==> config.mk <==
export PLATFORM = sky130hd
export DESIGN_NAME = ad5543_rx
export DESIGN_NICKNAME = d
export VERILOG_FILES = /design/src/rtl/ad5543_pkg.sv /design/src/rtl/serial_in_sync.sv /design/src/rtl/ad5543_rx.sv
export SDC_FILE = /design/constraint.sdc
export NUM_CORES = 1
export LEC_CHECK = 0
export CORE_UTILIZATION = 54
export CTS_CLUSTER_SIZE = 12
export DETAILED_ROUTE_END_ITERATION = 8
export PLACE_DENSITY = 0.74
export SLEW_MARGIN = 20
export SYNTH_ARGS = -nofsm -noshare
export SYNTH_HDL_FRONTEND = slang
export SYNTH_SLANG_ARGS = --single-unit
==> constraint.sdc <==
create_clock -name aclk -period 2.3 [get_ports aclk]
set_input_delay 0.46 -clock aclk [delete_from_list [all_inputs] [get_ports aclk]]
set_output_delay 0.46 -clock aclk [all_outputs]
set_load 0.01 [all_outputs]
==> src/rtl/ad5543_pkg.sv <==
// Shared types and defaults for the AD5543 serial receiver.
package ad5543_pkg;

    typedef enum logic [1:0] {
        WAIT_IDLE = 2'd0,
        IDLE      = 2'd1,
        SHIFT     = 2'd2
    } rx_state_t;

    localparam int AD5543_DW   = 16;
    localparam int AD5543_SYNC = 2;

endpackage

==> src/rtl/serial_in_sync.sv <==
// Multi-flop synchronizer for one asynchronous serial line, with registered
// level and rise/fall pulses that are mutually aligned.
module serial_in_sync #(
    parameter int STAGES = 2
) (
    input  logic aclk,
    input  logic areset,
    input  logic din_i,
    output logic level_o,
    output logic rise_o,
    output logic fall_o
);

    logic [STAGES-1:0] sync_q;
    logic              prev_q;
    logic              rise_q;
    logic              fall_q;

    // Synchronizer chain plus edge detection on the last stage.
    always_ff @(posedge aclk or posedge areset) begin
        if (areset) begin
            sync_q <= {STAGES{1'b0}};
            prev_q <= 1'b0;
            rise_q <= 1'b0;
            fall_q <= 1'b0;
        end else begin
            sync_q <= {sync_q[STAGES-2:0], din_i};
            prev_q <= sync_q[STAGES-1];
            rise_q <= sync_q[STAGES-1] & ~prev_q;
            fall_q <= ~sync_q[STAGES-1] & prev_q;
        end
    end

    // prev_q carries the level that the registered pulses refer to, so a
    // data line's level_o lines up with a clock line's rise_o.
    assign level_o = prev_q;
    assign rise_o  = rise_q;
    assign fall_o  = fall_q;

endmodule

==> src/rtl/ad5543_rx.sv <==
// AD5543 three-wire responder: oversampled serial shift-in, framed by cs_n,
// delivering DW-bit words on a valid/ready output.
module ad5543_rx
    import ad5543_pkg::*;
#(
    parameter int DW          = AD5543_DW,
    parameter int SYNC_STAGES = AD5543_SYNC
) (
    input  logic          aclk,
    input  logic          areset,
    input  logic          sclk,
    input  logic          sdi,
    input  logic          cs_n,
    output logic [DW-1:0] m_data,
    output logic          m_valid,
    input  logic          m_ready,
    output logic          frame_err,
    output logic          overrun
);

    localparam int CW = $clog2(DW + 2);
    localparam logic [CW-1:0] CNT_FULL = CW'(DW);
    localparam logic [CW-1:0] CNT_SAT  = CW'(DW + 1);

    logic sclk_rise_s, sclk_fall_s, sclk_lvl_s;
    logic sdi_lvl_s, sdi_rise_s, sdi_fall_s;
    logic cs_lvl_s, cs_rise_s, cs_fall_s;
    logic unused_s;

    serial_in_sync #(.STAGES(SYNC_STAGES)) u_sync_sclk (
        .aclk(aclk), .areset(areset), .din_i(sclk),
        .level_o(sclk_lvl_s), .rise_o(sclk_rise_s), .fall_o(sclk_fall_s)
    );

    serial_in_sync #(.STAGES(SYNC_STAGES)) u_sync_sdi (
        .aclk(aclk), .areset(areset), .din_i(sdi),
        .level_o(sdi_lvl_s), .rise_o(sdi_rise_s), .fall_o(sdi_fall_s)
    );

    serial_in_sync #(.STAGES(SYNC_STAGES)) u_sync_cs (
        .aclk(aclk), .areset(areset), .din_i(cs_n),
        .level_o(cs_lvl_s), .rise_o(cs_rise_s), .fall_o(cs_fall_s)
    );

    assign unused_s = ^{sclk_fall_s, sclk_lvl_s, sdi_rise_s, sdi_fall_s};

    rx_state_t     state_q;
    logic [DW-1:0] shreg_q;
    logic [CW-1:0] cnt_q;
    logic [DW-1:0] m_data_q;
    logic          m_valid_q;
    logic          frame_err_q;
    logic          overrun_q;

    // Frame FSM, shift register, bit counter and registered outputs.
    always_ff @(posedge aclk or posedge areset) begin
        if (areset) begin
            state_q     <= WAIT_IDLE;
            shreg_q     <= {DW{1'b0}};
            cnt_q       <= {CW{1'b0}};
            m_data_q    <= {DW{1'b0}};
            m_valid_q   <= 1'b0;
            frame_err_q <= 1'b0;
            overrun_q   <= 1'b0;
        end else begin
            frame_err_q <= 1'b0;
            overrun_q   <= 1'b0;
            if (m_valid_q && m_ready) begin
                m_valid_q <= 1'b0;
            end
            case (state_q)
                WAIT_IDLE: begin
                    if (cs_lvl_s) begin
                        state_q <= IDLE;
                    end
                end
                IDLE: begin
                    if (cs_fall_s) begin
                        shreg_q <= {DW{1'b0}};
                        cnt_q   <= {CW{1'b0}};
                        state_q <= SHIFT;
                    end
                end
                SHIFT: begin
                    // Frame end takes priority over a coincident sclk rise.
                    if (cs_rise_s) begin
                        if (cnt_q == CNT_FULL) begin
                            m_data_q  <= shreg_q;
                            m_valid_q <= 1'b1;
                            overrun_q <= m_valid_q & ~m_ready;
                        end else begin
                            frame_err_q <= 1'b1;
                        end
                        state_q <= IDLE;
                    end else if (sclk_rise_s) begin
                        shreg_q <= {shreg_q[DW-2:0], sdi_lvl_s};
                        if (cnt_q != CNT_SAT) begin
                            cnt_q <= cnt_q + {{(CW-1){1'b0}}, 1'b1};
                        end
                    end
                end
                default: begin
                    state_q <= WAIT_IDLE;
                end
            endcase
        end
    end

    assign m_data    = m_data_q;
    assign m_valid   = m_valid_q;
    assign frame_err = frame_err_q;
    assign overrun   = overrun_q;

endmodule
==> results of run 1 <==
==> cell type report <==
type | count | area (um2)
Clock inverter | 1 | 8.76
Inverter | 4 | 15.0
Fill cell | 269 | 1210
Clock buffer | 7 | 96.3
Timing Repair Buffer | 25 | 260
Tap cell | 48 | 60.1
Multi-Input combinational cell | 73 | 686
Sequential cell | 54 | 1350
==> kinds of logic after synthesis <==
| family | count (synthesis) | share of synthesized area |
|---|---|---|
| multiplexers | 18 | 0.110 |
| flip-flops | 54 | 0.646 |
| AND/OR/NAND/NOR | 25 | 0.0934 |
| AO/OA/AOI/OAI | 27 | 0.107 |
| buffers and inverters | 8 | 0.0257 |
| adder cells (fa/ha/maj) | 3 | 0.0180 |
==> synthesized netlist by cell type, types with 3 or more instances <==
| cell type | count | share of area |
|---|---|---|
| and4bb_2 | 3 | 0.018 |
| ha_1 | 3 | 0.018 |
| nor2_1 | 3 | 0.0054 |
| a22o_1 | 16 | 0.067 |
| nand2_1 | 3 | 0.0054 |
| dfrtp_1 | 54 | 0.65 |
| mux2_4 | 8 | 0.057 |
| mux2_2 | 8 | 0.043 |
| buf_6 | 3 | 0.016 |
| a211o_1 | 3 | 0.013 |
| nor2b_1 | 3 | 0.0090 |
| inv_1 | 4 | 0.0072 |
==> report_power, final <==
group	total (uW)	switching [uW]	internal, uW
sequential	1040	52.1	991
clock	573	297	276
combinational	174	98.5	75.8
total	1790	447	1340
==> state kept, by name (all words and copies together) (netlist names) <==
register,flops
shreg_q,16
m_valid,1
frame_err,1
u_sync_sdi.level_o,1
u_sync_sclk.sync_q,2
u_sync_sclk.rise_o,1
u_sync_cs.fall_o,1
state_q,2
overrun,1
cnt_q,5
u_sync_sdi.sync_q,2
m_data,16
u_sync_cs.rise_o,1
u_sync_cs.level_o,1
u_sync_cs.sync_q,2
u_sync_sclk.level_o,1
==> worst min path at each step <==
stage | to | slack, ns | cells after the start
finish | u_sync_cs.sync_q[1] | 0.36 | 0
global route | u_sync_sdi.level_o | 0.38 | 0
CTS | u_sync_cs.sync_q[1] | 0.36 | 0
detailed placement | u_sync_cs.sync_q[1] | 0.34 | 0
global placement | u_sync_cs.sync_q[1] | 0.33 | 0
floorplan | u_sync_cs.sync_q[1] | 0.33 | 0
==> critical path, stage by stage, from the launching register on <==
cell and delay, ns:
dfrtp_1 0.42, inv_1 0.09, ha_1 0.20, and4bb_2 0.26, nand3_4 0.26, mux2_2 0.38
==> stage by stage <==
stage          std cells  cell area, um2  setup WS [ns]  total power [uW]
6_report             212            2480          0.567              1790
3_3_place_gp         204            2370          0.623              1220
5_1_grt              212            2480          0.473              1880
2_1_floorplan        135            2090          0.525              1190
4_1_cts              212            2480          0.560              1800
3_5_place_dp         204            2370          0.579              1230
==> routing by layer <==
| layer | up-vias | wire (um) | part of all wire | track usage |
|---|---|---|---|---|
| met3 | 4 | 114 | 0.036 | 0.0536 |
| met4 | 0 | 43 | 0.014 | 0.0833 |
| met5 | - | 0 | 0 | 0 |
| met2 | 30 | 1450 | 0.46 | 0.273 |
| li1 | 548 | - | - | - |
| met1 | 601 | 1570 | 0.49 | 0.239 |
==> results_tabular.tex, run 1 <==
\begin{tabular}{lr}
\hline
Metric & Value \\
\hline
\multicolumn{2}{l}{\textbf{Status}} \\
\quad Run status & completed \\
\multicolumn{2}{l}{\textbf{GRT}} \\
\quad Initial antenna violation count & 0 \\
\quad Overall routing resource usage & 0.180 \\
\quad Number of global-route vias before repair & 1131 \\
\quad Global route overflow & 0 \\
\quad Wire length of the first global-routing pass & 5430 um \\
\quad Pin count of the biggest net entering global routing & between 50 and 60 \\
\multicolumn{2}{l}{\textbf{Routing}} \\
\quad Routed via count & approximately 1.2k \\
\quad Post-detailed-route DRC marker count & 0 \\
\quad DR pass1 iterations & 4 \\
\quad Number of violations reported at the end of detailed-routing iteration 0 & between 40 and 50 \\
\quad Average routed wire per standard cell & 15.0 um \\
\quad Routed wire length & 3180 um \\
\quad Number of vias per cell & 5.58 \\
\quad Antenna Violating Nets Remaining & 0 \\
\multicolumn{2}{l}{\textbf{STA}} \\
\quad Endpoints failing hold & 0 \\
\quad Remaining max-slew budget at the tightest pin & 0.696 \\
\quad Upper clock frequency limit & just under 600 MHz \\
\quad Final number of setup-violating endpoints & 0 \\
\quad Final period demand of the worst path & 1.73 ns \\
\quad Fin Hold WS & 0.356 ns \\
\quad Pins over their slew limit & 0 \\
\quad RSZ-0062 raised after global routing & false \\
\quad TNS Setup & 0 ns \\
\quad Transition time at the pin with the least slew margin & 0.456 ns \\
\quad Setup Skew & 0.00299 ns \\
\quad Fin crit share & 0.753 \\
\multicolumn{2}{l}{\textbf{Cells and area}} \\
\quad Commonest non-fill, non-tap cell in the layout & dfrtp\_1 \\
\quad Net count of the finished layout & 172 \\
\quad Commonest cells after routing, fill and taps aside & dfrtp\_1, clkdlybuf4s50\_1, a22o\_1 \\
\quad Final core utilization & 0.672 \\
\quad Antenna Cells & 0 \\
\quad Share of layout cells above drive strength 1 & 0.195 \\
\quad Syn-to-layout area delta & 18.5\% \\
\multicolumn{2}{l}{\textbf{Logic synthesis}} \\
\quad Post-synthesis instance total & approximately 140 \\
\quad Synthesized cell area & 2090 um2 \\
\quad Syn\_nets & 144 \\
\quad Synth cell types & 29 \\
\quad Number of enable flip-flop cells after synthesis & 0 \\
\quad Main flop type after synthesis & dfrtp\_1 \\
\quad Mean instance size in the synthesized netlist & between 15 and 20 um2 \\
\quad Number of flip-flops and latches in the synthesized netlist & 54 \\
\quad Warnings, synthesis & 0 \\
\quad Async set or reset register ratio after synthesis & 1.00 \\
\quad Sequential-to-total area share from yosys stat & 0.646 \\
\multicolumn{2}{l}{\textbf{Floorplan}} \\
\quad Die width & 64.2 um \\
\quad Core area & 3690 um2 \\
\quad I/O pin count & 25 \\
\quad Count of standard-cell rows & 22 \\
\quad Initial core utilization & 0.567 \\
\quad Die Outline Area & 4120 um2 \\
\quad Vertical die dimension & 64.2 um \\
\multicolumn{2}{l}{\textbf{Power}} \\
\quad Leakage power & 0.00120 uW \\
\quad Worst vdd rail ir drop & 484 uV \\
\quad P per Cell Area & 722 nW/um2 \\
\multicolumn{2}{l}{\textbf{Setup path}} \\
\quad Depth of the worst register-to-register path & 5 \\
\quad Worst Setup Start Kind & flop \\
\quad Kind of end point of the critical path & flop \\
\quad Endpoint of the worst-slack reg-to-reg timing path & m\_data[12] \\
\quad Worst reg-to-reg setup slack & $\sim$0.57 ns \\
\quad Critical path arrival & 1.93 ns \\
\quad Data required time at the worst endpoint & 2.50 ns \\
\quad Critical path class & reg2reg \\
\quad Launching point of the worst reg2reg path & cnt\_q[0] \\
\quad Largest fanout on the critical path & 18 \\
\quad Worst setup path endpoint & m\_data[12] \\
\quad Timing startpoint of the critical path & cnt\_q[0] \\
\multicolumn{2}{l}{\textbf{Clocking}} \\
\quad Latest clock arrival within the worst-skew pair & 0.31 ns \\
\quad Clock tree buffer depth & 2 \\
\quad Number of clock buffers inserted by TritonCTS & 5 \\
\quad Cts-stage hold buffer count & 0 \\
\quad Setup repair bufs after CTS & 0 \\
\quad Clock tree from TritonCTS & yes \\
\quad CTS H-Tree Depth & 2 \\
\quad Number of clock sinks seen by CTS & 54 \\
\quad Buffer cell driving the clock tree root & clkbuf\_8 \\
\quad Clock-pin slew on the worst setup and hold paths & 0.09 ns \\
\quad Resized Gates After CTS & 0 \\
\multicolumn{2}{l}{\textbf{Place}} \\
\quad Port Buffer Count & 24 \\
\quad DP Wirelength & 2010 um \\
\quad Final estimated routing congestion in global placement & 0.753 \\
\multicolumn{2}{l}{\textbf{Min path}} \\
\quad Worst min-delay path category & reg2reg \\
\quad Startpoint of the most critical hold path & u\_sync\_cs.sync\_q[0] \\
\multicolumn{2}{l}{\textbf{Flow run}} \\
\quad Max cap viols & 0 \\
\hline
\end{tabular}
Note: power is estimated with default switching activity, not from simulation.
==> inputs of run 2 (changes only) <==
- clock period: 2.3 -> 1.6 ns (I/O delays scaled with it)
==> results_tabular.tex, run 2 (synthesis gave the netlist of run 1 again) <==
\begin{tabular}{lr}
\hline
Metric & Value \\
\hline
\multicolumn{2}{l}{\textbf{GRT}} \\
\quad Overall routing resource usage & 0.205 \\
\quad Wire length of the first global-routing pass & 6180 um \\
\quad Pin count of the biggest net entering global routing & 24 \\
\quad Global route overflow & 0 \\
\quad Initial antenna violation count & 0 \\
\quad Number of global-route vias before repair & 1278 \\
\multicolumn{2}{l}{\textbf{Power}} \\
\quad Worst vdd rail ir drop & 780 uV \\
\quad P per Cell Area & about 1000 nW/um2 \\
\quad Leakage power & between 0.001 and 0.0015 uW \\
\multicolumn{2}{l}{\textbf{Floorplan}} \\
\quad Count of standard-cell rows & 22 \\
\quad Initial core utilization & 0.567 \\
\quad Die Outline Area & 4120 um2 \\
\quad Die width & about 64 um \\
\quad Vertical die dimension & between 60 and 70 um \\
\quad I/O pin count & 25 \\
\quad Core area & 3690 um2 \\
\multicolumn{2}{l}{\textbf{Setup path}} \\
\quad Cell breakdown of the critical path & inv\_2 > ha\_4 > and4bb\_2 > nand3\_4 > clkbuf\_16 > mux2\_4 \\
\quad Depth of the worst register-to-register path & 6 \\
\quad Data required time at the worst endpoint & 1.80 ns \\
\quad Cell family contributing the most delay on the critical path & flip-flops \\
\quad Kind of end point of the critical path & flop \\
\quad Worst reg-to-reg setup slack & -0.007 ns \\
\quad Critical path class & reg2reg \\
\quad Stage delay of the slowest cell on the critical path & 0.40 ns \\
\quad Launching point of the worst reg2reg path & cnt\_q[0] \\
\quad Worst setup path endpoint & m\_data[3] \\
\quad Worst Setup Start Kind & flop \\
\quad Endpoint of the worst-slack reg-to-reg timing path & m\_data[3] \\
\quad Largest fanout on the critical path & 8 \\
\quad Timing startpoint of the critical path & cnt\_q[0] \\
\quad Cell at the slowest stage of the critical path & dfrtp\_1 \\
\quad WP depth & 6 \\
\quad Critical path arrival & between 1.5 and 2 ns \\
\quad Number of buffers and inverters on the critical path & 2 \\
\multicolumn{2}{l}{\textbf{Cells and area}} \\
\quad Final core utilization & 0.719 \\
\quad Share of layout cells above drive strength 1 & 0.261 \\
\quad Commonest non-fill, non-tap cell in the layout & dfrtp\_1 \\
\quad Commonest cells after routing, fill and taps aside & dfrtp\_1, clkdlybuf4s50\_1, a22o\_1 \\
\quad Final cell count without fillers & roughly 220 \\
\quad Number of fill cells in the layout & 274 \\
\quad Net count of the finished layout & 184 \\
\quad Antenna Cells & 0 \\
\quad Syn-to-layout area delta & 26.8\% \\
\multicolumn{2}{l}{\textbf{STA}} \\
\quad Final critical-path setup slack & -0.00749 ns \\
\quad RSZ-0062 raised after global routing & true \\
\quad TNS Setup & -0.00749 ns \\
\quad Endpoints failing hold & 0 \\
\quad Pins over their slew limit & 0 \\
\quad Final period demand of the worst path & around 1.6 ns \\
\quad Transition time at the pin with the least slew margin & 0.382 ns \\
\quad Upper clock frequency limit & 622 MHz \\
\quad Remaining max-slew budget at the tightest pin & 0.745 \\
\quad Final number of setup-violating endpoints & 1 \\
\quad Fin crit share & 1.00 \\
\quad Setup Skew & 0.00682 ns \\
\multicolumn{2}{l}{\textbf{Routing}} \\
\quad Routed via count & 1250 \\
\quad DR pass1 iterations & 4 \\
\quad Number of violations reported at the end of detailed-routing iteration 0 & 61 \\
\quad Post-detailed-route DRC marker count & 0 \\
\quad Routed wire length & 3630 um \\
\quad Number of vias per cell & 5.58 \\
\quad Antenna Violating Nets Remaining & 0 \\
\quad Average routed wire per standard cell & $\sim$16 um \\
\multicolumn{2}{l}{\textbf{Clocking}} \\
\quad Clock tree from TritonCTS & yes \\
\quad Clock-pin slew on the worst setup and hold paths & around 0.09 ns \\
\quad Clock tree buffer depth & 2 \\
\quad Buffer cell driving the clock tree root & clkbuf\_8 \\
\quad Number of clock sinks seen by CTS & 54 \\
\quad Cts-stage hold buffer count & 0 \\
\quad Number of clock buffers inserted by TritonCTS & 5 \\
\quad CTS H-Tree Depth & 2 \\
\quad Latest clock arrival within the worst-skew pair & slightly above 0.3 ns \\
\multicolumn{2}{l}{\textbf{Flow run}} \\
\quad Max cap viols & 0 \\
\multicolumn{2}{l}{\textbf{Place}} \\
\quad DP Wirelength & 2360 um \\
\quad Port Buffer Count & 24 \\
\quad Cell count after placement & 212 \\
\quad Final estimated routing congestion in global placement & 0.747 \\
\multicolumn{2}{l}{\textbf{Min path}} \\
\quad Worst min-delay path category & in2async \\
\multicolumn{2}{l}{\textbf{Status}} \\
\quad Violated checks & setup timing \\
\quad Run status & complete, but fails checks \\
\hline
\end{tabular}
## run 2: layer usage
layer	vias to the layer above	part of all wire	global-route usage	wire length (um)
met5	-	0	0	0
met4	0	0.021	0.0750	76
met3	10	0.044	0.0661	160
met2	36	0.49	0.316	1790
met1	631	0.44	0.272	1610
li1	573	-	-	-
## run 2: worst register-to-register path: stages (launching register included)
cell       delay, ns
dfrtp_1         0.40
inv_2           0.08
ha_4            0.12
and4bb_2        0.27
nand3_4         0.13
clkbuf_16       0.21
mux2_4          0.29
## run 2: worst min path at each step
stage | slack (ns) | endpoint | depth (start not counted)
after floorplan | 0.33 | u_sync_cs.sync_q[1] | 0
after global placement | 0.33 | u_sync_cs.sync_q[1] | 0
after detailed placement | 0.34 | u_sync_sdi.sync_q[1] | 0
after CTS | 0.34 | state_q[1] | 2
after global routing | 0.36 | u_sync_sdi.sync_q[0] | 2
final | 0.34 | cnt_q[2] | 2
## run 2: area by class of cell
| class | instances | area (um2) | area share |
|---|---|---|---|
| clock inverter | 2 | 37.5 | 0.0142 |
| timing repair buffer | 37 | 410 | 0.155 |
| multi-input combinational | 73 | 701 | 0.264 |
| clock buffer | 6 | 72.6 | 0.0274 |
| inverter | 4 | 18.8 | 0.00708 |
| tap | 48 | 60.1 | 0.0227 |
| sequential | 54 | 1350 | 0.510 |
## run 2: timing repair
action | CTS | global route
buffers inserted | 1 | 1
gates resized for setup | 0 | 6
endpoints found under the hold margin | 0 | 0
gates cloned | 0 | 2
pin swaps | 0 | 0
endpoints found under the setup margin | 16 | 18
## run 2: report_power, final
group	total (uW)	switching [uW]	internal, uW
logic	326	171	155
clock network	892	425	467
registers	1490	64.4	1420
## run 2: stage by stage
step	instance area [um2]	hold WS, ns	worst slack [ns]	total power, uW
6_report	2650	0.335	-0.00749	2710
3_3_place_gp	2450	0.334	0.0171	1800
4_1_cts	2580	0.341	0.0224	2710
5_1_grt	2650	0.358	-0.0488	2830
2_1_floorplan	2090	0.331	0.0169	1710
3_5_place_dp	2450	0.336	-0.0117	1820
